File: config.mk
export PLATFORM = sky130hd
export DESIGN_NAME = frog_hop_ctrl
export DESIGN_NICKNAME = d
export VERILOG_FILES = /design/src/rtl/frogger_pkg.sv /design/src/rtl/frame_tick_gen.sv /design/src/rtl/frog_hop_ctrl.sv
export SDC_FILE = /design/constraint.sdc
export NUM_CORES = 1
export LEC_CHECK = 0
export BUFFER_PORTS_ARGS = -buffer_cell sky130_fd_sc_hd__clkbuf_2
export CORE_UTILIZATION = 57
export DETAILED_ROUTE_END_ITERATION = 10
export GPL_TIMING_DRIVEN = 0
export PLACE_DENSITY = 0.91
export SYNTH_ARGS = -nofsm -noshare
export SYNTH_HDL_FRONTEND = slang
export SYNTH_SLANG_ARGS = --single-unit
File: constraint.sdc
create_clock -name Clk -period 3.85 [get_ports Clk]
set_input_delay 0.385 -clock Clk [delete_from_list [all_inputs] [get_ports Clk]]
set_output_delay 0.385 -clock Clk [all_outputs]
set_load 0.005 [all_outputs]
File: src/rtl/frogger_pkg.sv
// Shared Frogger types: direction and hop-FSM enums, HID usage codes and key decoding.
package frogger_pkg;

  typedef enum logic [2:0] {
    DIR_UP    = 3'd0,
    DIR_DOWN  = 3'd1,
    DIR_LEFT  = 3'd2,
    DIR_RIGHT = 3'd3,
    DIR_NONE  = 3'd4
  } dir_t;

  typedef enum logic [1:0] {
    IDLE,
    HOP,
    DEAD
  } hop_state_t;

  localparam int CELL_PX = 32;

  localparam logic [7:0] KEY_W     = 8'h1A;
  localparam logic [7:0] KEY_S     = 8'h16;
  localparam logic [7:0] KEY_A     = 8'h04;
  localparam logic [7:0] KEY_D     = 8'h07;
  localparam logic [7:0] KEY_UP    = 8'h52;
  localparam logic [7:0] KEY_DOWN  = 8'h51;
  localparam logic [7:0] KEY_LEFT  = 8'h50;
  localparam logic [7:0] KEY_RIGHT = 8'h4F;

  function automatic dir_t decode_key(input logic [7:0] code);
    dir_t dir;
    case (code)
      KEY_W, KEY_UP:       dir = DIR_UP;
      KEY_S, KEY_DOWN:     dir = DIR_DOWN;
      KEY_A, KEY_LEFT:     dir = DIR_LEFT;
      KEY_D, KEY_RIGHT:    dir = DIR_RIGHT;
      default:             dir = DIR_NONE;
    endcase
    return dir;
  endfunction

  // The first key slot wins; the second slot is only consulted when the first is unmapped.
  function automatic dir_t decode_keycode(input logic [15:0] keycode);
    dir_t lo;
    lo = decode_key(keycode[7:0]);
    return (lo == DIR_NONE) ? decode_key(keycode[15:8]) : lo;
  endfunction

endpackage

File: src/rtl/frame_tick_gen.sv
// Brings the asynchronous VGA vertical sync into the Clk domain and emits a
// single-cycle pulse per frame on its rising edge.
module frame_tick_gen (
  input  logic Clk,
  input  logic Reset,
  input  logic frame_clk,
  output logic frame_tick
);

  logic sync1_q, sync2_q, sync3_q, tick_q;

  // Two synchronizer flops, one history flop for edge detect, then a registered pulse.
  always_ff @(posedge Clk) begin
    if (Reset) begin
      sync1_q <= 1'b0;
      sync2_q <= 1'b0;
      sync3_q <= 1'b0;
      tick_q  <= 1'b0;
    end else begin
      sync1_q <= frame_clk;
      sync2_q <= sync1_q;
      sync3_q <= sync2_q;
      tick_q  <= sync2_q & ~sync3_q;
    end
  end

  assign frame_tick = tick_q;

endmodule

File: src/rtl/frog_hop_ctrl.sv
// Turns keyboard presses into grid-aligned frog hops animated over several frames,
// and runs the death/respawn sequence.
module frog_hop_ctrl
  import frogger_pkg::*;
#(
  parameter int GRID_COLS    = 20,
  parameter int GRID_ROWS    = 15,
  parameter int START_COL    = 9,
  parameter int START_ROW    = 14,
  parameter int HOP_FRAMES   = 8,
  parameter int DEATH_FRAMES = 30
) (
  input  logic        Clk,
  input  logic        Reset,
  input  logic        frame_clk,
  input  logic [15:0] keycode,
  input  logic        kill,
  input  logic        freeze,
  output logic [4:0]  frog_col,
  output logic [3:0]  frog_row,
  output logic [9:0]  frog_px,
  output logic [9:0]  frog_py,
  output logic [1:0]  facing,
  output logic        hopping,
  output logic        dead,
  output logic        hop_done,
  output logic        row_advance
);

  localparam int STEP = CELL_PX / HOP_FRAMES;
  localparam int HCW  = $clog2(HOP_FRAMES + 1);
  localparam int DCW  = $clog2(DEATH_FRAMES + 1);
  localparam logic [HCW-1:0] HOP_LAST  = HCW'(HOP_FRAMES - 1);
  localparam logic [DCW-1:0] DEAD_LAST = DCW'(DEATH_FRAMES - 1);

  hop_state_t     state_q, state_d;
  logic [4:0]     col_q, col_d, tgt_col_q, tgt_col_d;
  logic [3:0]     row_q, row_d, tgt_row_q, tgt_row_d;
  logic [1:0]     facing_q, facing_d;
  logic           armed_q, armed_d;
  logic [3:0]     best_row_q, best_row_d;
  logic [HCW-1:0] hop_cnt_q, hop_cnt_d;
  logic [DCW-1:0] dead_cnt_q, dead_cnt_d;
  logic           hop_done_q, hop_done_d;
  logic           row_adv_q, row_adv_d;

  logic       frame_tick;
  dir_t       key_dir;
  logic       in_bounds;
  logic [4:0] next_col;
  logic [3:0] next_row;
  logic [10:0] base_x, base_y, offset;

  frame_tick_gen u_tick (
    .Clk        (Clk),
    .Reset      (Reset),
    .frame_clk  (frame_clk),
    .frame_tick (frame_tick)
  );

  assign key_dir = decode_keycode(keycode);

  always_comb begin
    next_col  = col_q;
    next_row  = row_q;
    in_bounds = 1'b0;
    case (key_dir)
      DIR_UP: begin
        in_bounds = (row_q != 4'd0);
        next_row  = row_q - 4'd1;
      end
      DIR_DOWN: begin
        in_bounds = (int'(row_q) < GRID_ROWS - 1);
        next_row  = row_q + 4'd1;
      end
      DIR_LEFT: begin
        in_bounds = (col_q != 5'd0);
        next_col  = col_q - 5'd1;
      end
      DIR_RIGHT: begin
        in_bounds = (int'(col_q) < GRID_COLS - 1);
        next_col  = col_q + 5'd1;
      end
      default: ;
    endcase
  end

  always_ff @(posedge Clk) begin
    if (Reset) begin
      state_q    <= IDLE;
      col_q      <= 5'(START_COL);
      row_q      <= 4'(START_ROW);
      tgt_col_q  <= 5'(START_COL);
      tgt_row_q  <= 4'(START_ROW);
      facing_q   <= 2'(DIR_UP);
      armed_q    <= 1'b0;
      best_row_q <= 4'(START_ROW);
      hop_cnt_q  <= '0;
      dead_cnt_q <= '0;
      hop_done_q <= 1'b0;
      row_adv_q  <= 1'b0;
    end else begin
      state_q    <= state_d;
      col_q      <= col_d;
      row_q      <= row_d;
      tgt_col_q  <= tgt_col_d;
      tgt_row_q  <= tgt_row_d;
      facing_q   <= facing_d;
      armed_q    <= armed_d;
      best_row_q <= best_row_d;
      hop_cnt_q  <= hop_cnt_d;
      dead_cnt_q <= dead_cnt_d;
      hop_done_q <= hop_done_d;
      row_adv_q  <= row_adv_d;
    end
  end

  // Kill preempts a landing on the same tick, so the frog dies in its source cell.
  always_comb begin
    state_d    = state_q;
    col_d      = col_q;
    row_d      = row_q;
    tgt_col_d  = tgt_col_q;
    tgt_row_d  = tgt_row_q;
    facing_d   = facing_q;
    armed_d    = armed_q;
    best_row_d = best_row_q;
    hop_cnt_d  = hop_cnt_q;
    dead_cnt_d = dead_cnt_q;
    hop_done_d = 1'b0;
    row_adv_d  = 1'b0;
    if (!freeze) begin
      if (kill && state_q != DEAD) begin
        state_d    = DEAD;
        dead_cnt_d = '0;
      end else if (frame_tick) begin
        case (state_q)
          IDLE: begin
            if (key_dir == DIR_NONE) begin
              armed_d = 1'b1;
            end else if (armed_q) begin
              armed_d  = 1'b0;
              facing_d = 2'(key_dir);
              if (in_bounds) begin
                tgt_col_d = next_col;
                tgt_row_d = next_row;
                hop_cnt_d = '0;
                state_d   = HOP;
              end
            end
          end
          HOP: begin
            if (key_dir == DIR_NONE) armed_d = 1'b1;
            if (hop_cnt_q == HOP_LAST) begin
              col_d      = tgt_col_q;
              row_d      = tgt_row_q;
              hop_done_d = 1'b1;
              hop_cnt_d  = '0;
              state_d    = IDLE;
              if (facing_q == 2'(DIR_UP) && tgt_row_q < best_row_q) begin
                best_row_d = tgt_row_q;
                row_adv_d  = 1'b1;
              end
            end else begin
              hop_cnt_d = hop_cnt_q + 1'b1;
            end
          end
          DEAD: begin
            if (dead_cnt_q == DEAD_LAST) begin
              col_d      = 5'(START_COL);
              row_d      = 4'(START_ROW);
              facing_d   = 2'(DIR_UP);
              armed_d    = 1'b0;
              dead_cnt_d = '0;
              state_d    = IDLE;
            end else begin
              dead_cnt_d = dead_cnt_q + 1'b1;
            end
          end
          default: state_d = IDLE;
        endcase
      end
    end
  end

  assign base_x = {1'b0, col_q, 5'b0};
  assign base_y = {2'b0, row_q, 5'b0};
  assign offset = (state_q == HOP) ? 11'(hop_cnt_q) * 11'(STEP) : 11'd0;

  // Bounds checks on the target cell keep these sums inside the visible area.
  always_comb begin
    frog_px = 10'(base_x);
    frog_py = 10'(base_y);
    case (facing_q)
      2'd0:    frog_py = 10'($signed(base_y) - $signed(offset));
      2'd1:    frog_py = 10'($signed(base_y) + $signed(offset));
      2'd2:    frog_px = 10'($signed(base_x) - $signed(offset));
      default: frog_px = 10'($signed(base_x) + $signed(offset));
    endcase
  end

  assign frog_col    = col_q;
  assign frog_row    = row_q;
  assign facing      = facing_q;
  assign hopping     = (state_q == HOP);
  assign dead        = (state_q == DEAD);
  assign hop_done    = hop_done_q;
  assign row_advance = row_adv_q;

endmodule

Word-level counts from Yosys, hierarchy flattened --
Index checks and enable logic that the tools add are counted.
Word-level totals: register bits 42, bits in latches 0, RAM bits 0, memory bits (read-only) 0, bits of input ports 21, logic and storage cells 149, memories 0
Operators by class: add/subtract/negate cells 10, multiply operators 0, divide/modulo/power cells 0, order comparisons 3, equality and inequality tests 39, shifts and indexed selects 0, multiplexer cells 41, bitwise logic cells 8, reductions and logical operators 32
Operators with widths (count):
- 8-bit by 7-bit equality test with 1-bit output, second input constant | 8
- 10-bit one-hot mux with 2 select lines | 2
- 8-bit by 3-bit equality test with 1-bit output, second input constant | 4
- 8-bit by 5-bit equality test with 1-bit output, second input constant | 4
- 5-bit 2-to-1 mux | 6
- 7-bit AND reduction | 4
- 4-bit 2-to-1 mux | 6
- 3-bit one-hot mux with 4 select lines | 2
- 4-bit one-hot mux with 2 select lines | 3
- 5-bit one-hot mux with 2 select lines | 2
- 2-bit 2-to-1 mux | 9
- 6-bit AND reduction | 3
- 2-bit OR reduction | 9
- 10-bit by 6-bit adder with 10-bit output | 1
- 5-bit by 1-bit adder with 5-bit output, second input constant | 2
- 9-bit by 6-bit adder with 10-bit output | 1
- 2-bit nonzero test | 5
- 10-bit by 6-bit subtractor with 10-bit output | 1
- 9-bit by 6-bit subtractor with 10-bit output | 1
- 3-bit != test, second input constant | 3
- 4-bit by 1-bit adder with 4-bit output, second input constant | 2
- 2-bit != test, second input constant | 4
- 1-bit inverter | 7
- 3-bit by 2-bit equality test with 1-bit output, second input constant | 2
- 30 further kinds | 42

Logic depth before layout (Yosys ltp) --
Gate-level depths: netlist of run 1.
word-level depth 13, gate-level depth with buffers 15

Cells and area by module --
From an unflattened synthesis of run 1, not the netlist that was laid out.
Second synthesis, totals: cell total of the unflattened synthesis 396, area, all modules 3168.0 um2
Modules (own cells, without submodules):
- frog_hop_ctrl | instances 1, cells an instance 388, area each 3056.7 um2, seq. area each 760.7 um2
- frame_tick_gen | instances 1, cells an instance 8, area each 111.4 um2, seq. area each 80.1 um2

Worst setup path after synthesis of run 1 --
OpenSTA, ideal clock, no wires.
path type input to register, from input port keycode[8], to register tgt_row_q[3], library setup time 74 ps, arrival time 2892 ps, data required time 3776 ps, path slack 884 ps, stages 13, path buffers 1, cell sequence buf_2 or3b_2 o22ai_1 o211a_1 a31oi_2 or2_2 ha_1 a21o_1 a21oi_1 xnor2_1 nor2_1 xnor2_1 a31oi_1
Between the ends: longest elaborated chain between the ends 7
Ends and longest elaborated chain:
- from (decl) | line frog_hop_ctrl.sv:16 | input logic [15:0] keycode,
- 8-bit by 3-bit equality test with 1-bit output (tied with other cells) | line frogger_pkg.sv:31 | case (code)
- 2-bit OR reduction | line frogger_pkg.sv:31
- 3-bit one-hot mux with 4 select lines (*) | line frogger_pkg.sv:31
- 3-bit 2-to-1 mux (*) | line frogger_pkg.sv:45 | return (lo == DIR_NONE) ? decode_key(keycode[15:8]) : lo;
- 3-bit by 2-bit equality test with 1-bit output (tied with other cells) | line frog_hop_ctrl.sv:67 | case (key_dir)
- 1-bit one-hot mux with 4 select lines / 1-bit inverter (equally long branches)
- 7-bit AND reduction (no source line)
- to (signal assigned) | line frog_hop_ctrl.sv:94 | tgt_row_q <= 4'(START_ROW);
- to (signal assigned) | line frog_hop_ctrl.sv:107 | tgt_row_q <= tgt_row_d;
- to (decl) | line frog_hop_ctrl.sv:38 | logic [3:0] row_q, row_d, tgt_row_q, tgt_row_d;
Every way passes the cells marked *; elsewhere a longest branch is shown, timed or not. A chain may end at the register's enable or synchronous reset.

Final worst setup path of run 1 --
from register state_q[1], to output port frog_py[8]
Between the ends: longest elaborated chain between the ends 4
Ends and longest elaborated chain:
- from (decl) | line frog_hop_ctrl.sv:36 | hop_state_t state_q, state_d;
- from (signal assigned) | line frog_hop_ctrl.sv:103 | state_q <= state_d;
- 2-bit by 1-bit equality test with 1-bit output (*) | line frog_hop_ctrl.sv:188 | assign offset = (state_q == HOP) ? 11'(hop_cnt_q) * 11'(STEP) : 11'd0;
- 6-bit 2-to-1 mux (*) | line frog_hop_ctrl.sv:188
- 9-bit by 6-bit adder with 10-bit output / 9-bit by 6-bit subtractor with 10-bit output (equally long branches) | line frog_hop_ctrl.sv:196, frog_hop_ctrl.sv:195
- 10-bit one-hot mux with 2 select lines (*) | line frog_hop_ctrl.sv:194 | case (facing_q)
- to (decl) | line frog_hop_ctrl.sv:22 | output logic [9:0] frog_py,
Marked as above.

==> implementation parameters, run 1 <==
Parameter                              Value

Clock network
  Number of buffers on the longest clock path    2
  CTS H-Tree Depth    2
  Root buf cell    clkbuf_8
  Insertion delay of the later-clocked pin in the worst-skew pair    roughly 310 ps
  Clock tree from TritonCTS    built
  Number of buffers inserted by post-CTS setup repair    0
  Clock-pin slew reported for the worst setup and hold paths after clock tree synthesis    80 ps
  Clock tree sinks    42
  Count of hold-fix buffers inserted at cts    0
  Number of gates resized after CTS    0
  TritonCTS Buffers    5

Power and ir drop
  Switching share of power    0.2854
  Total design power    about 0.00085 W
  Net Sw Power    0.0002435 W
  Ratio of total power to cell area    between 200 and 250 mW/mm^2
  Relative contribution of the clock network to total power    0.351
  VDD IR-drop max    0.1683 mV
  Share of total power in combinational logic    0.130
  Flop pwr share    0.519
  Pint    ~0.00061 W
  Leak pwr    between 1 and 1.5 nW

Route
  Post-detailed-route count of antenna-violating nets    0
  Remaining routing DRC violations    0
  WL per Instance    between 10 and 15 um
  1st-iter DRT viols    about 280
  DRT Wirelength    approximately 8 mm
  Via count normalized by instance count    about 6.0
  Count of vias placed by the detailed router    3151
  Number of search-and-repair iterations in the first detailed-routing pass    5

Worst setup path
  Cell occurring most often along the worst timing path    ha_1
  Data required, critical path    3460 ps
  Setup CP Type    flip-flop to output port
  Crit path max fanout    10
  Setup slack, reg-to-reg    between 800 and 900 ps
  RR Startpoint    state_q[1]$_SDFFE_PP0P_
  Critical path capture point type    output port
  Source of the critical timing path    state_q[1]$_SDFFE_PP0P_
  Cell with the largest stage delay on the worst path    or4_1
  Arr. time, crit path    about 3200 ps
  Total stage count of the critical path    10
  CP Launch Type    flip-flop
  Largest stage delay on the critical path    approximately 400 ps
  Buffers & Inverters on Critical Path    3
  Length in cells of the worst reg-to-reg path    9
  Cell class contributing the biggest share of worst-path delay    adder cells
  Chain of cells forming the critical path    inv_1, ha_1, clkbuf_1, nand2_1, ha_1, a31o_2, or4_1, a21oi_1, xor2_1, clkbuf_2

Place
  Post-DP Area    between 0.003 and 0.004 mm^2
  HPWL after detailed placement    roughly 6 mm
  Input/output buffers    47
  Cell Count Post-Placement    516
  Routability-driven placement congestion ratio    about 0.9

Global route
  Largest net degree at the start of global routing    16
  Aggregate global routing overflow    0
  Global-route wire length before repair    ~13 mm
  Antenna violations before repair    0
  Number of global-route vias before repair    2926
  Overall routing resource usage    0.2767

STA
  Unrepaired setup endpoints after global routing    false
  Post-Route Setup TNS    0 ps
  Slew at the pin closest to its max-slew limit    1128 ps
  Fin crit share    0.9218
  Fin. max-slew vios    0
  Maximum clock frequency    roughly 280 MHz
  Clock skew    18.27 ps
  Clock period minus final worst setup slack    about 3500 ps
  Hold Violations, Final    0
  Relative max-transition margin    0.2409
  Final Setup Violations    0

Floorplanning
  Total Die Area    0.005790 mm^2
  Horiz. Die Dim    between 70 and 80 um
  Number of top-level pins    56
  Row count    26
  Die Ht    between 70 and 80 um
  Initial Utilization    0.6012
  CORE AREA    roughly 0.0052 mm^2

Synthesis
  Cell taking the most area after synthesis    dfxtp_1
  Top cell type's share of synthesized area    0.2687
  Count of flip-flops with a built-in enable after synthesis    0
  Average cell area after synthesis    between 7 and 8 um^2
  Synthesized instance count    just under 400
  Top-count cell post-synth    dfxtp_1
  Number of distinct standard cells referenced by the synthesized netlist    between 50 and 60
  Post-synthesis sequential element count    42
  Yosys warnings    0
  Proportion of register bits with asynchronous set or reset after synthesis    0
  Dominant synthesized flop cell    dfxtp_1
  Seq/Total Area, Yosys    0.2687
  Post-Syn Area    ~0.0031 mm^2
  Most numerous cell types in the synthesized netlist    dfxtp_1 (42), nand2_1 (41), nor2_1 (35)
  Dominant cells by area after synthesis    dfxtp_1 (27%), ha_1 (9.2%), nand2_1 (4.9%)

Final layout
  Number of cells in the finished layout apart from fillers    between 500 and 600
  Net count reported at finish    about 500
  Post-route core utilization    0.6832
  Final std cell area, no fill    roughly 0.0036 mm^2
  Fraction of layout instances using a drive strength above 1    0.1652
  Area growth syn-to-layout    13.63%
  N_diodes    0

Run
  Max-capacitance violation count    0

Outcome
  Status    finished clean

Worst hold path
  Count of cells along the worst hold path    2
  Launch point of the worst hold path    frame_clk
  Hold WC Path Type    input pin to flip-flop
layout by cell type (no fill, tap or decap), drive strengths merged, types with 3 or more instances in the layout:
cell type / n
nand4: 15
ha: 23
nand3: 7
mux2i: 3
or4: 6
and2: 6
nor2: 35
nor4: 8
nand2b: 6
xor2: 10
o22ai: 8
buf: 10
nand2: 41
a211o: 3
conb: 4
a211oi: 6
nor2b: 15
inv: 15
nor3: 10
a21o: 6
clkbuf: 67
a21oi: 22
nor3b: 3
o21ai: 12
o211ai: 10
xnor2: 15
dfxtp: 42
a31oi: 8
a22oi: 5
state kept, by name, summed over array words and instances, names as in the netlist:
register,count
u_tick.sync2_q,1
dead_cnt_q,5
hop_cnt_q,4
state_q,2
u_tick.sync3_q,1
armed_q,1
tgt_row_q,4
frog_row,4
hop_done,1
facing,2
u_tick.sync1_q,1
row_advance,1
frog_col,5
best_row_q,4
u_tick.frame_tick,1
tgt_col_q,5
power by group through the flow:
stage | combinational [W] | sequential [W] | clock, W
after global routing | 0.000123 | 0.000444 | 0.000320
after detailed placement | 0.000109 | 0.000453 | 0
final | 0.000111 | 0.000443 | 0.000300
after CTS | 0.000110 | 0.000443 | 0.000306
after floorplan | 0.0000748 | 0.000452 | 0
after global placement | 0.000105 | 0.000452 | 0
metrics by stage:
step | setup WS [ps] | hold WS (ps)
finish | 301.0 | 297.0
global route | 174.6 | 300.5
CTS | 336.3 | 294.1
detailed placement | 546.7 | 390.4
global placement | 587.7 | 370.8
floorplan | 883.6 | 367.4
worst reg2reg max path, stage by stage, from the launching register on:
cell	delay (ps)
dfxtp_1	440
ha_1	210
clkbuf_1	330
nor2b_1	170
nor2_1	350
nand3_1	230
or4_1	430
a21oi_1	470
mux2i_1	240
nor2_1	50
cell families after synthesis:
family | after synthesis | synth area share
AO/OA/AOI/OAI | 92 | 0.2023
XOR/XNOR | 25 | 0.06997
adder cells (fa/ha/maj) | 25 | 0.1048
buffers and inverters | 40 | 0.05997
flip-flops | 42 | 0.2687
multiplexers | 4 | 0.01319
other | 1 | 0.001198
AND/OR/NAND/NOR | 167 | 0.2799
cell type report:
class	count	area, um^2
buffer	25	131.4
clock buffer	5	68.82
clock inverter	3	23.77
fill	423	1649
inverter	15	56.30
multi-input combinational	317	2112
sequential	42	840.8
tap	70	87.58
timing repair buffer	47	235.2
layer usage:
| layer | wire, um | vias up | track usage | part of all wire |
|---|---|---|---|---|
| met2 | 3787 | 126 | 0.4773 | 0.48 |
| met5 | 0 | - | 0 | 0 |
| met3 | 438 | 22 | 0.03832 | 0.056 |
| met1 | 3381 | 1454 | 0.3405 | 0.43 |
| met4 | 224 | 0 | 0.1288 | 0.029 |
| li1 | - | 1549 | - | - |
worst paths after layout:
| path | to |
|---|---|
| worst min register to register | u_tick.frame_tick$_SDFF_PP0_ |
| worst max-delay path | frog_py[8] |
| worst min-delay path | u_tick.sync1_q$_SDFF_PP0_ |
| worst max register to register | best_row_q[0]$_SDFFE_PP0P_ |
(Power assumes the default switching activity.)
==> inputs of run 2 (changes only) <==
--- a/config.mk
+++ b/config.mk
@@ -5,11 +5,13 @@
 export SDC_FILE = /design/constraint.sdc
 export NUM_CORES = 1
 export LEC_CHECK = 0
+export ABC_AREA = 1
 export BUFFER_PORTS_ARGS = -buffer_cell sky130_fd_sc_hd__clkbuf_2
-export CORE_UTILIZATION = 57
+export CORE_UTILIZATION = 58
 export DETAILED_ROUTE_END_ITERATION = 10
 export GPL_TIMING_DRIVEN = 0
-export PLACE_DENSITY = 0.91
+export PLACE_DENSITY = 0.92
+export SKIP_LAST_GASP = 1
 export SYNTH_ARGS = -nofsm -noshare
 export SYNTH_HDL_FRONTEND = slang
 export SYNTH_SLANG_ARGS = --single-unit
==> run 2 against run 1 <==
Effect of this change: global-route usage grew 0.90 points; cell area grew 12%; first-iteration DRC count grew 1.1%; count of clock-buffer cells in the layout grew 1; synthesized area grew 11%; sequential share of layout area shrank 2.5 points; non-clock buffer count shrank 11; maximum frequency grew 20%; die area grew 9.1%; total power grew 14%; critical path type unchanged; largest cell class unchanged; largest power group unchanged.
==> implementation parameters, run 2 <==
Parameter                              Value

Floorplanning
  Die Ht    79.48 um (+4.4%)
  Total Die Area    0.006317 mm^2 (+9.1%)
  Initial Utilization    0.6172 (+0.01601)
  Row count    27 (+3.8%)
  Horiz. Die Dim    79.48 um (+4.4%)
  CORE AREA    0.005642 mm^2 (+8.4%)
  Number of top-level pins    56 (unchanged)

Power and ir drop
  VDD IR-drop max    0.3322 mV (+97%)
  Leak pwr    2.028 nW (+40%)
  Flop pwr share    0.451 (-0.068)
  Pint    0.0007469 W (+22%)
  Relative contribution of the clock network to total power    0.445 (+0.094)
  Switching share of power    0.2306 (-0.05480)
  Ratio of total power to cell area    243.8 mW/mm^2 (+1.6%)
  Net Sw Power    0.0002238 W (-8.1%)
  Total design power    0.0009708 W (+14%)
  Share of total power in combinational logic    0.104 (-0.026)

Route
  DRT Wirelength    8.516 mm (+8.7%)
  Remaining routing DRC violations    0 (unchanged)
  Via count normalized by instance count    5.518 (-8.2%)
  1st-iter DRT viols    286 (+1.1%)
  Post-detailed-route count of antenna-violating nets    0 (unchanged)
  WL per Instance    12.47 um (-17%)
  Number of search-and-repair iterations in the first detailed-routing pass    5 (unchanged)
  Count of vias placed by the detailed router    3769 (+20%)

Synthesis
  Top cell type's share of synthesized area    0.2415 (-0.02723)
  Post-Syn Area    0.003482 mm^2 (+11%)
  Yosys warnings    0 (unchanged)
  Top-count cell post-synth    nand2_1
  Dominant synthesized flop cell    dfxtp_1
  Count of flip-flops with a built-in enable after synthesis    0 (unchanged)
  Post-synthesis sequential element count    42 (unchanged)
  Most numerous cell types in the synthesized netlist    nand2_1 (128), inv_1 (92), nor2_1 (75)
  Synthesized instance count    549 (+39%)
  Dominant cells by area after synthesis    dfxtp_1 (24%), nand2_1 (14%), inv_1 (9.9%)
  Proportion of register bits with asynchronous set or reset after synthesis    0 (unchanged)
  Average cell area after synthesis    6.343 um^2 (-20%)
  Seq/Total Area, Yosys    0.2415 (-0.02723)
  Cell taking the most area after synthesis    dfxtp_1
  Number of distinct standard cells referenced by the synthesized netlist    42 (-28%)

STA
  Final Setup Violations    0 (unchanged)
  Maximum clock frequency    337.7 MHz (+20%)
  Fin crit share    0.7691 (-0.1527)
  Relative max-transition margin    0.5456 (+0.3047)
  Post-Route Setup TNS    0 ps (unchanged)
  Unrepaired setup endpoints after global routing    false
  Clock period minus final worst setup slack    2961 ps (-587.9 ps)
  Clock skew    8.961 ps (-9.307 ps)
  Hold Violations, Final    0 (unchanged)
  Fin. max-slew vios    0 (unchanged)
  Slew at the pin closest to its max-slew limit    674.5 ps (-453.7 ps)

Worst setup path
  Cell class contributing the biggest share of worst-path delay    adder cells
  Arr. time, crit path    2580 ps (-580 ps)
  Setup CP Type    flip-flop to output port
  Buffers & Inverters on Critical Path    3 (unchanged)
  Crit path max fanout    8 (-2)
  Data required, critical path    3460 ps (about the same)
  CP Launch Type    flip-flop
  Largest stage delay on the critical path    360 ps (-50 ps)
  Critical path capture point type    output port
  Cell with the largest stage delay on the worst path    dfxtp_1
  Chain of cells forming the critical path    inv_1, ha_1, nand2_1, ha_1, inv_1, nor2_1, o41ai_1, o21ai_0, xor2_1, clkbuf_2

Final layout
  Net count reported at finish    656 (+31%)
  Post-route core utilization    0.7057 (+0.02253)
  N_diodes    0 (unchanged)
  Area growth syn-to-layout    14.34%
  Most common library cell in the layout ignoring fill and taps    nand2_1
  Most frequent cells in the layout    nand2_1 (128), inv_1 (92), nor2_1 (75)
  Fill count    448 (+5.9%)
  Number of cells in the finished layout apart from fillers    683 (+30%)
  Fraction of layout instances using a drive strength above 1    0.1817 (+0.01647)

Global route
  Number of global-route vias before repair    3465 (+18%)
  Overall routing resource usage    0.2857 (+0.008988)
  Global-route wire length before repair    14.50 mm (+10%)
  Aggregate global routing overflow    0 (unchanged)
  Antenna violations before repair    0 (unchanged)
  Largest net degree at the start of global routing    14 (-2)

Clock network
  Number of buffers inserted by post-CTS setup repair    0 (unchanged)
  Number of buffers on the longest clock path    2 (unchanged)
  Clock-pin slew reported for the worst setup and hold paths after clock tree synthesis    70 ps (about the same)
  Insertion delay of the later-clocked pin in the worst-skew pair    300 ps (about the same)
  Clock tree sinks    42 (unchanged)
  TritonCTS Buffers    5 (unchanged)
  Count of hold-fix buffers inserted at cts    0 (unchanged)
  CTS H-Tree Depth    2 (unchanged)
  Root buf cell    clkbuf_8
  Clock tree from TritonCTS    built
  Number of gates resized after CTS    0 (unchanged)

Worst hold path
  Hold WC Path Type    input pin to flip-flop

Place
  HPWL after detailed placement    6.509 mm (+7.3%)
  Cell Count Post-Placement    675 (+31%)
  Input/output buffers    51 (+8.5%)
  Routability-driven placement congestion ratio    0.8892 (-3.2%)

Run
  Max-capacitance violation count    0 (unchanged)

Outcome
  Status    finished clean
## run 2: power groups by stage
| stage | sequential, W | combinational (W) | clock [W] |
|---|---|---|---|
| finish | 0.000438 | 0.000101 | 0.000432 |
| global placement | 0.000448 | 0.0000941 | 0 |
| CTS | 0.000438 | 0.0000995 | 0.000433 |
| global route | 0.000438 | 0.000114 | 0.000454 |
| detailed placement | 0.000448 | 0.0000983 | 0 |
| floorplan | 0.000448 | 0.0000672 | 0 |
## run 2: area by class of cell
| class | instances | area (um^2) | share of cell area |
|---|---|---|---|
| multi-input cells | 403 | 2225 | 0.5588 |
| repair buffers | 51 | 255.2 | 0.06411 |
| flip-flops and latches | 42 | 840.8 | 0.2112 |
| well taps | 72 | 90.09 | 0.02263 |
| plain buffers | 10 | 63.81 | 0.01603 |
| inverters | 97 | 364.1 | 0.09145 |
| clock inverters | 2 | 60.06 | 0.01508 |
| clock buffers | 6 | 82.58 | 0.02074 |
## run 2: per-stage QoR
stage          hold slack [ps]  area [um^2]  setup slack (ps)
3_3_place_gp             376.0         3839             887.2
4_1_cts                  267.1         3981             885.2
3_5_place_dp             391.1         3839             722.1
5_1_grt                  267.7         3981             646.7
6_report                 271.3         3981             888.9
2_1_floorplan            372.8         3493              1299
## run 2: worst paths after layout
| path | startpoint | endpoint | slack (ps) | cells after the start |
|---|---|---|---|---|
| worst max-delay path | state_q[1]$_SDFFE_PP0P_ | frog_px[7] | 890 | 10 |
| worst max register to register | state_q[0]$_SDFFE_PP0P_ | dead_cnt_q[2]$_SDFFE_PP0P_ | 1550 | 11 |
| worst min register to register | u_tick.sync3_q$_SDFF_PP0_ | u_tick.frame_tick$_SDFF_PP0_ | 400 | 1 |
| worst min-delay path | frame_clk | u_tick.sync1_q$_SDFF_PP0_ | 270 | 3 |
## run 2: cell families after synthesis
| family | Yosys count | share of synthesized area |
|---|---|---|
| AO/OA/AOI/OAI | 83 | 0.1477 |
| XOR/XNOR | 11 | 0.02767 |
| adder cells (fa/ha/maj) | 25 | 0.09414 |
| buffers and inverters | 107 | 0.1229 |
| flip-flops | 42 | 0.2415 |
| multiplexers | 1 | 0.003234 |
| other | 1 | 0.001077 |
| AND/OR/NAND/NOR | 279 | 0.3618 |
## run 2: worst register-to-register path, delay by kind of cell, from the launching register on
kind | cells | cell delay (ps)
buffers and inverters | 4 | 440
and+or+nand+nor | 1 | 140
adders and majority gates | 1 | 240
DFF | 1 | 380
AOI/OAI and AO/OA | 5 | 1000
## run 2: routing by layer
layer,track usage,routed length [um]
met5,0,0
met4,0.1109,152
met3,0.03771,518
met2,0.5043,4188
met1,0.3484,3656
==> inputs of run 3 (changes only) <==
--- a/config.mk
+++ b/config.mk
@@ -5,12 +5,12 @@
 export SDC_FILE = /design/constraint.sdc
 export NUM_CORES = 1
 export LEC_CHECK = 0
-export ABC_AREA = 1
+export ABC_AREA = 0
 export BUFFER_PORTS_ARGS = -buffer_cell sky130_fd_sc_hd__clkbuf_2
-export CORE_UTILIZATION = 58
+export CORE_UTILIZATION = 51
 export DETAILED_ROUTE_END_ITERATION = 10
 export GPL_TIMING_DRIVEN = 0
-export PLACE_DENSITY = 0.92
+export PLACE_DENSITY = 0.87
 export SKIP_LAST_GASP = 1
 export SYNTH_ARGS = -nofsm -noshare
 export SYNTH_HDL_FRONTEND = slang
==> constraint.sdc (replaced) <==
create_clock -name Clk -period 2.4 [get_ports Clk]
set_input_delay 0.24 -clock Clk [delete_from_list [all_inputs] [get_ports Clk]]
set_output_delay 0.24 -clock Clk [all_outputs]
set_load 0.005 [all_outputs]
==> run 3 against run 2 <==
Effect of this change: the run now ends with negative setup slack left; non-clock buffer count rose by 50; combinational power rose to 2.6 times the previous value; via count fell by 0.66%; sequential power rose by 62%; critical path type unchanged.
==> implementation parameters, run 3 (synthesis gave the netlist of run 1 again) <==
Parameter                              Value

Global route
  Global-route wire length before repair    15.42 mm (+6.3%)
  Antenna violations before repair    0 (unchanged)
  Overall routing resource usage    0.3045 (+0.01875)
  Largest net degree at the start of global routing    13 (-1)
  Aggregate global routing overflow    0 (unchanged)
  Number of global-route vias before repair    3366 (-2.9%)

Power and ir drop
  VDD IR-drop max    0.2991 mV (-10%)
  Leak pwr    1.709 nW (-16%)
  Ratio of total power to cell area    351.6 mW/mm^2 (+44%)

Worst setup path
  Worst r2r dst    tgt_col_q[3]$_SDFFE_PP1P_
  Arr. time, crit path    2410 ps (-170 ps)
  Largest stage delay on the critical path    420 ps (+60 ps)
  Critical path capture point type    output port
  Setup slack, reg-to-reg    -210 ps (-1760 ps)
  Cell with the largest stage delay on the worst path    or4_4
  Chain of cells forming the critical path    inv_4, ha_4, clkbuf_16, nand2_8, ha_4, a31o_4, or4_4, a21oi_2, xor2_1, buf_2
  CP Launch Type    flip-flop
  Length in cells of the worst reg-to-reg path    8 (-3)
  Crit path max fanout    5 (-3)
  Cell occurring most often along the worst timing path    ha_4
  Data required, critical path    2160 ps (-1300 ps)
  Setup CP Type    flip-flop to output port
  RR Startpoint    frog_row[1]$_SDFFE_PP1P_

Floorplanning
  Die Ht    80.33 um (+1.1%)
  Horiz. Die Dim    80.33 um (+1.1%)
  Row count    28 (+3.7%)
  CORE AREA    0.005921 mm^2 (+4.9%)
  Initial Utilization    0.5285 (-0.08868)
  Total Die Area    0.006453 mm^2 (+2.2%)
  Number of top-level pins    56 (unchanged)

Route
  Post-detailed-route count of antenna-violating nets    0 (unchanged)
  Remaining routing DRC violations    0 (unchanged)
  1st-iter DRT viols    623 (+120%)
  Via count normalized by instance count    6.592 (+19%)
  Count of vias placed by the detailed router    3744 (-0.66%)
  WL per Instance    19.54 um (+57%)
  DRT Wirelength    11.10 mm (+30%)
  Number of search-and-repair iterations in the first detailed-routing pass    7 (+2)

Worst hold path
  Hold WC Path Type    input pin to flip-flop
  Launch point of the worst hold path    frame_clk
  Count of cells along the worst hold path    2 (-1)
  Hold path endpoint    u_tick.sync1_q$_SDFF_PP0_

STA
  Relative max-transition margin    0.4973 (-0.04826)
  Clock period minus final worst setup slack    around 2700 ps
  Final Setup Violations    20 (+20)
  Hold Violations, Final    0 (unchanged)
  Fin. max-slew vios    0 (unchanged)
  Slew at the pin closest to its max-slew limit    747.8 ps (+73.29 ps)
  Unrepaired setup endpoints after global routing    true
  Fin crit share    1.105
  Maximum clock frequency    between 300 and 400 MHz
  Post-route worst hold slack    146.1 ps (-125.2 ps)
  Clock skew    7.558 ps (-1.403 ps)
  Minimum setup slack in the final design    -251.8 ps (-1141 ps)

Final layout
  N_diodes    0 (unchanged)
  Most frequent cells in the layout    dfxtp_1 (39), clkbuf_2 (38), buf_4 (37)
  Most common library cell in the layout ignoring fill and taps    dfxtp_1
  Final std cell area, no fill    0.004362 mm^2 (+9.6%)
  Net count reported at finish    538 (-18%)
  Fraction of layout instances using a drive strength above 1    0.3529 (+0.1713)
  Area growth syn-to-layout    39.38%

Clock network
  Clock tree sinks    42 (unchanged)
  Number of buffers on the longest clock path    2 (unchanged)
  Insertion delay of the later-clocked pin in the worst-skew pair    300 ps (about the same)
  Count of hold-fix buffers inserted at cts    0 (unchanged)
  TritonCTS Buffers    5 (unchanged)
  Clock-pin slew reported for the worst setup and hold paths after clock tree synthesis    80 ps (about the same)
  Root buf cell    clkbuf_8
  CTS H-Tree Depth    2 (unchanged)
  Clock tree from TritonCTS    built

Place
  Routability-driven placement congestion ratio    0.8829 (-0.71%)
  Input/output buffers    47 (-7.8%)
  Post-DP Area    0.003556 mm^2 (-7.4%)
  HPWL after detailed placement    6.025 mm (-7.4%)

Outcome
  Violations in the final reports    negative setup slack
  Status    finished with violations

Run
  Max-capacitance violation count    0 (unchanged)
-- run 3: cell types whose count changed in the layout (fill, tap and decap cells not counted), sizes merged, moves of 8 or more --
cell	change
o21ai	-15
inv	-83
nor2b	+15
nand3	-26
buf	+55
nand2	-102
nor2	-54
xnor2	+13
nor4	+8
-- run 3: how the worst max path moves through the flow --
stage / startpoint / endpoint / slack, ps / cells past startpoint
floorplan: keycode[3] / tgt_col_q[4]$_SDFFE_PP0P_ / -310 / 15
global placement: keycode[6] / tgt_col_q[4]$_SDFFE_PP0P_ / -670 / 16
detailed placement: keycode[6] / tgt_row_q[3]$_SDFFE_PP1P_ / -720 / 14
CTS: state_q[1]$_SDFFE_PP0P_ / frog_py[8] / -230 / 10
global route: state_q[1]$_SDFFE_PP0P_ / frog_px[9] / -370 / 11
finish: state_q[1]$_SDFFE_PP0P_ / frog_py[8] / -250 / 10
-- run 3: per-layer routing --
layer  routed length [um]  global-route usage  share of wire  up-vias
li1                     -                   -              -     1617
met1                 4084              0.3425           0.37     1726
met2                 5146              0.5342           0.46      293
met3                 1008             0.07159          0.091      108
met4                  861              0.1518          0.078        0
met5                    0                   0              0        -
-- run 3: power breakdown --
part           switching, W  internal [W]
Sequential       0.00000654      0.000703
Combinational      0.000150      0.000107
Clock              0.000254      0.000312
-- run 3: worst max-delay path, delay by kind of cell, from the launching register on --
family / cells / cell delay [ps]
XOR/XNOR: 1 / 150
buffers and inverters: 3 / 330
flip-flops: 1 / 360
adder cells (fa/ha/maj): 2 / 390
AND/OR/NAND/NOR: 2 / 480
AO/OA/AOI/OAI: 2 / 400
-- run 3: cell type report --
type / count / area (um^2)
Inverter: 15 / 58.81
Buffer: 23 / 145.1
Clock buffer: 7 / 76.32
Tap cell: 75 / 93.84
Sequential cell: 42 / 849.6
Clock inverter: 1 / 30.03
Timing Repair Buffer: 88 / 593.1
Fill cell: 375 / 1559
Multi-Input combinational cell: 317 / 2515
-- run 3: through the flow --
| stage | util | power [W] | worst slack, ps | instances | TNS (ps) |
|---|---|---|---|---|---|
| after floorplan | - | 0.0008504 | -308.1 | 399 | -1142 |
| after global placement | 0.6006 | 0.0009019 | -667.9 | 521 | -8038 |
| after detailed placement | 0.6006 | 0.0009079 | -717.5 | 521 | -9656 |
| after CTS | 0.6934 | 0.001494 | -232.3 | 556 | -746.0 |
| after global routing | 0.7367 | 0.001567 | -368.9 | 568 | -5129 |
| final | 0.7367 | 0.001534 | -251.8 | 568 | -2435 |
-- run 3: what timing repair did --
| action | CTS | global route |
|---|---|---|
| pin swaps | 31 | 31 |
| setup buffers | 29 | 13 |
| setup endpoints to repair | 30 | 30 |
| endpoints found under the hold margin | 0 | 0 |
| gates resized for setup | 46 | 53 |
